`src/rtl/fp_mant_divider.sv`:
```
// fp_mant_divider: sequential radix-2 restoring divider for normalized 24-bit
// binary32 mantissas (hidden bit included). Produces a 26-bit quotient
// floor(A*2^25/B) plus a sticky bit, one quotient bit per cycle.
// Optional feature macro: EARLY_TERM_EN (stop as soon as the remainder is zero).
`timescale 1ns/1ps

module fp_mant_divider (
    input  logic        clk,
    input  logic        rst,
    input  logic        in_valid,
    output logic        in_ready,
    input  logic [23:0] A,
    input  logic [23:0] B,
    output logic        out_valid,
    input  logic        out_ready,
    output logic [25:0] Q,
    output logic        sticky,
    output logic        err
);

    localparam logic [1:0] IDLE = 2'd0;
    localparam logic [1:0] RUN  = 2'd1;
    localparam logic [1:0] DONE = 2'd2;

    logic [1:0]  state;
    logic [25:0] rem;
    logic [23:0] div;
    logic [4:0]  cnt;
    logic [25:0] quo;
    logic        sticky_r;
    logic        err_r;

    logic [26:0] diff;
    logic        q_bit;
    logic [25:0] pre_rem;
    logic [25:0] quo_next;
`ifdef EARLY_TERM_EN
    logic [25:0] quo_fill;
    logic        rem_zero;
`endif

    // One restoring step: trial subtract, keep the difference when non-negative.
    always_comb begin
        diff     = {1'b0, rem} - {3'b000, div};
        q_bit    = ~diff[26];
        pre_rem  = q_bit ? diff[25:0] : rem;
        quo_next = {quo[24:0], q_bit};
`ifdef EARLY_TERM_EN
        // Remaining bits below the current one are all zero once the remainder is.
        quo_fill = quo_next << cnt;
        rem_zero = (pre_rem == '0);
`endif
    end

    assign in_ready  = (state == IDLE) && !rst;
    assign out_valid = (state == DONE);
    assign Q         = quo;
    assign sticky    = sticky_r;
    assign err       = err_r;

    // Control FSM and iterative datapath registers.
    always_ff @(posedge clk) begin
        if (rst) begin
            state    <= IDLE;
            cnt      <= '0;
            quo      <= '0;
            sticky_r <= 1'b0;
            err_r    <= 1'b0;
        end else begin
            case (state)
                IDLE: begin
                    if (in_valid) begin
                        if (!A[23] || !B[23]) begin
                            state    <= DONE;
                            quo      <= '1;
                            sticky_r <= 1'b1;
                            err_r    <= 1'b1;
                        end else begin
                            state    <= RUN;
                            rem      <= {2'b00, A};
                            div      <= B;
                            quo      <= '0;
                            cnt      <= 5'd25;
                            sticky_r <= 1'b0;
                            err_r    <= 1'b0;
                        end
                    end
                end
                RUN: begin
                    // R < 2B holds, so the shifted-out MSB is always zero.
                    quo <= quo_next;
                    rem <= pre_rem << 1;
                    cnt <= cnt - 5'd1;
                    if (cnt == 5'd0) begin
                        state    <= DONE;
                        sticky_r <= |pre_rem;
                    end
`ifdef EARLY_TERM_EN
                    if (rem_zero) begin
                        state    <= DONE;
                        quo      <= quo_fill;
                        sticky_r <= 1'b0;
                        cnt      <= '0;
                    end
`endif
                end
                DONE: begin
                    if (out_ready) begin
                        state <= IDLE;
                    end
                end
                default: state <= IDLE;
            endcase
        end
    end

endmodule
```
`config.mk`:
```
export PLATFORM = sky130hd
export DESIGN_NAME = fp_mant_divider
export DESIGN_NICKNAME = d
export VERILOG_FILES = /design/src/rtl/fp_mant_divider.sv
export SDC_FILE = /design/constraint.sdc
export NUM_CORES = 1
export LEC_CHECK = 0
export CAP_MARGIN = 10
export CORE_ASPECT_RATIO = 1.75
export CORE_MARGIN = 1.5
export CORE_UTILIZATION = 56
export CTS_BUF_LIST = sky130_fd_sc_hd__clkbuf_2 sky130_fd_sc_hd__clkbuf_4 sky130_fd_sc_hd__clkbuf_8
export DETAILED_ROUTE_END_ITERATION = 12
export PLACE_DENSITY = 0.8
export SYNTH_ARGS = -nofsm -noshare
export SYNTH_HDL_FRONTEND = slang
export SYNTH_SLANG_ARGS = --single-unit
```
`constraint.sdc`:
```
create_clock -name clk -period 3.7 [get_ports clk]
set_input_delay 1.11 -clock clk [delete_from_list [all_inputs] [get_ports clk]]
set_output_delay 1.11 -clock clk [all_outputs]
set_load 0.005 [all_outputs]
```
==> reports/results.md <==
Outcome
* completed — result of the run

Synth
* 50 — number of enable flip-flop cells after synthesis
* sky130_fd_sc_hd__edfxtp_1 — most instantiated flip-flop cell in the synthesis netlist
* sky130_fd_sc_hd__edfxtp_1, sky130_fd_sc_hd__dfxtp_1, sky130_fd_sc_hd__a21oi_1, sky130_fd_sc_hd__ha_1, sky130_fd_sc_hd__nand2_1 — Area contributors post-synth
* 43.4% — sequential fraction of the synthesis area
* 29.6% — area share of the largest cell type after synthesis
* 0 — Yosys Warn Count
* sky130_fd_sc_hd__a21oi_1, sky130_fd_sc_hd__nand2_1, sky130_fd_sc_hd__edfxtp_1 — synth cell count leaders
* 0.00507 mm2 — Post-Synthesis Cell Area
* sky130_fd_sc_hd__edfxtp_1 — top cell type by total area after synthesis
* 0% — share of flip-flops with an asynchronous set or reset after synthesis
* 63 — number of library cell types mapped by synthesis
* 9.22 um2 — average cell area after synthesis
* sky130_fd_sc_hd__a21oi_1 — most instantiated library cell after synthesis
* 85 — number of flip-flops and latches in the synthesized netlist
* 629 — net count after synthesis
* 550 — post-synthesis instance total

Clock network
* 0 — CTS hold repair buffers
* 0.37 ns — later-pin clock latency in the skew report
* 9 — number of buffers added by the clock tree synthesis step
* sky130_fd_sc_hd__clkbuf_8 — clock root buffer
* 85 — clock sinks
* 0 — total of cells resized after clock tree synthesis
* 2 — Max Buffers Root-to-Sink
* 3 — H-tree levels
* yes — TritonCTS clock tree
* 0.09 ns — post-CTS clock slew at the launch and capture registers of the worst setup and hold paths
* 0 — number of buffers inserted by post-CTS setup repair

Worst hold path
* reg -> reg — type of the tightest min-delay check
* err — startpoint of the tightest hold check path

GRT
* 5.56% — GRT met3 Usage
* 29.4% — grt met1 use
* 45 — pin count of the biggest net entering global routing
* 21100 um — global-route wire length before repair
* met2 — global route hottest layer
* 0 — number of antenna violations at the first check in global routing
* 4483 — via count of the first global-routing pass
* 29.1% — global-route usage over all layers
* 52.7% — met2 demand-to-capacity share in global routing
* 0 — total gr overflow

Worst setup path
* 2.59 ns — required time worst endpoint
* rem[0] — critical register-to-register path startpoint
* input port — type of origin of the critical path
* 2.21 ns — worst path arrival time
* output pin — endpoint class of the critical path
* in -> out — Crit Path Category
* rst — Setup crit start
* 2 — CP max FO

Power and ir drop
* 30.0% — switching power share of the total
* 28.9% — Clock Power Share
* 1.55 mW — Int Pwr
* 0.000347 V — IR drop worst, VDD
* 21.1% — combinational group share of total power
* 358 mW/mm2 — Power per Cell Area
* 0.664 mW — Switching Power
* 2.21 mW — overall power
* 2.34 nW — leakage
* 50.0% — part of the power in registers

STA
* 0 ns — final sum of negative setup slack
* 302 MHz — maximum clock frequency
* 52.3% — max-slew headroom at the worst pin
* 0.524 ns — worst slack on hold paths
* 0 — final hold violations
* no — RSZ-0062 raised after global routing
* 0.0122 ns — worst-case clock skew
* 0.709 ns — transition time at the pin with the least slew margin
* 0 — final number of setup-violating endpoints
* 3.32 ns — time the final worst path needs with I/O delays and setup
* 0 — final number of max-transition violations
* 0.383 ns — final setup margin
* 89.6% — final clock period utilization by the worst path

Route
* 4404 — total via count in the routed design
* 0 — detailed-route DRC error count
* 5.90 — DR vias/cell
* 285 — number of design-rule violations left by the first detailed-router iteration
* 5 — first-pass iteration count of the detailed router
* 17.7 um — wire length per cell after detailed routing
* 0 — antenna violation net count after detailed routing
* 13300 um — final wirelength

Floorplanning
* 58.1% — Starting Density
* 82 — I/O pin count
* 45 — row cnt
* 0.00873 mm2 — Core Box Area
* 0.00966 mm2 — die area
* 129 um — die boundary height
* 74.9 um — die span in x

Placement
* 0.996 — gpl congestion
* 0.385 ns — pre-CTS setup slack
* 9990 um — placed wire-length estimate after detailed placement
* 81 — number of buffers added on ports

Cells and area
* 21.6% — area added between synthesis and finish
* 704 — total number of nets in the final design
* 699 — number of fill cells in the layout
* 0 — n_diodes
* 7.30% — share of post-route cells with drive strength above 1

Job
* 0 — max-capacitance violation count

## stage by stage
step           cells  cell area [um2]  utilization (%)
2_1_floorplan    550             5070                -
3_3_place_gp     731             5980             68.5
3_5_place_dp     731             5980             68.5
4_1_cts          747             6170             70.7
5_1_grt          747             6170             70.7
6_report         747             6170             70.7
## power groups by stage
stage / clock network [mW] / registers (mW) / logic, mW
after floorplan: 0 / 1.12 / 0.275
after global placement: 0 / 1.12 / 0.452
after detailed placement: 0 / 1.12 / 0.461
after CTS: 0.645 / 1.10 / 0.465
after global routing: 0.687 / 1.11 / 0.512
final: 0.639 / 1.10 / 0.466
## area by class of cell
| type | instances | area, um2 | area share (%) |
|---|---|---|---|
| Tap cell | 117 | 146 | 2.37 |
| Multi-Input combinational cell | 407 | 2630 | 42.7 |
| Timing Repair Buffer | 91 | 886 | 14.4 |
| Sequential cell | 85 | 2200 | 35.7 |
| Inverter | 31 | 116 | 1.89 |
| Clock inverter | 7 | 62.6 | 1.01 |
| Clock buffer | 9 | 124 | 2.01 |
## sequential cells by signal (all words and copies together) (netlist names)
| signal | cells |
|---|---|
| err | 1 |
| div | 24 |
| rem | 26 |
| Q | 26 |
| sticky | 1 |
| state | 2 |
| cnt | 5 |
## layout by cell type (no fill, tap or decap), types with 5 or more instances in the layout
cell type | synthesis | routed
sky130_fd_sc_hd__a22oi_1 | 25 | 25
sky130_fd_sc_hd__edfxtp_1 | 50 | 50
sky130_fd_sc_hd__ha_1 | 26 | 26
sky130_fd_sc_hd__nor2b_1 | 7 | 6
sky130_fd_sc_hd__xnor2_1 | 11 | 11
sky130_fd_sc_hd__clkdlybuf4s50_1 | 0 | 81
sky130_fd_sc_hd__nand3_1 | 9 | 9
sky130_fd_sc_hd__a21oi_1 | 68 | 68
sky130_fd_sc_hd__clkbuf_8 | 0 | 9
sky130_fd_sc_hd__buf_4 | 2 | 10
sky130_fd_sc_hd__inv_1 | 31 | 31
sky130_fd_sc_hd__and2_1 | 5 | 5
sky130_fd_sc_hd__nor4_1 | 7 | 7
sky130_fd_sc_hd__nor2_1 | 34 | 32
sky130_fd_sc_hd__nand2_1 | 66 | 66
sky130_fd_sc_hd__o21ai_0 | 31 | 31
sky130_fd_sc_hd__nor3_1 | 11 | 11
sky130_fd_sc_hd__xor2_1 | 8 | 8
sky130_fd_sc_hd__nand2b_1 | 6 | 6
sky130_fd_sc_hd__mux2i_1 | 10 | 10
sky130_fd_sc_hd__dfxtp_1 | 35 | 35
sky130_fd_sc_hd__or3_1 | 5 | 5
sky130_fd_sc_hd__o21ai_1 | 6 | 6
## final timing paths
check	end	slack [ns]	cells past startpoint
worst max-delay path	in_ready	0.38	3
worst max register to register	rem[10]	0.45	12
worst min-delay path	err	0.52	2
worst min register to register	err	0.52	2
## layer usage
metal | part of all wire [%] | vias up | wire [um]
met3 | 5.6 | 48 | 737
li1 | - | 2163 | -
met2 | 53 | 161 | 6990
met4 | 5.8 | 0 | 763
met1 | 36 | 2032 | 4760
met5 | 0 | - | 0
## worst max-delay path, stage by stage
cell and delay, ns:
sky130_fd_sc_hd__clkdlybuf4s50_1 0.42, sky130_fd_sc_hd__nor3_1 0.15, sky130_fd_sc_hd__clkdlybuf4s50_1 0.53
## cell families after synthesis
kind of cell / synth area share (%)
adders and majority gates: 6.81
AOI/OAI and AO/OA: 23.0
DFF: 43.4
and+or+nand+nor: 16.6
xor gates and xnor gates: 3.28
muxes: 1.97
buffers and inverters: 4.93
Note: power is estimated with default switching activity, not from simulation.
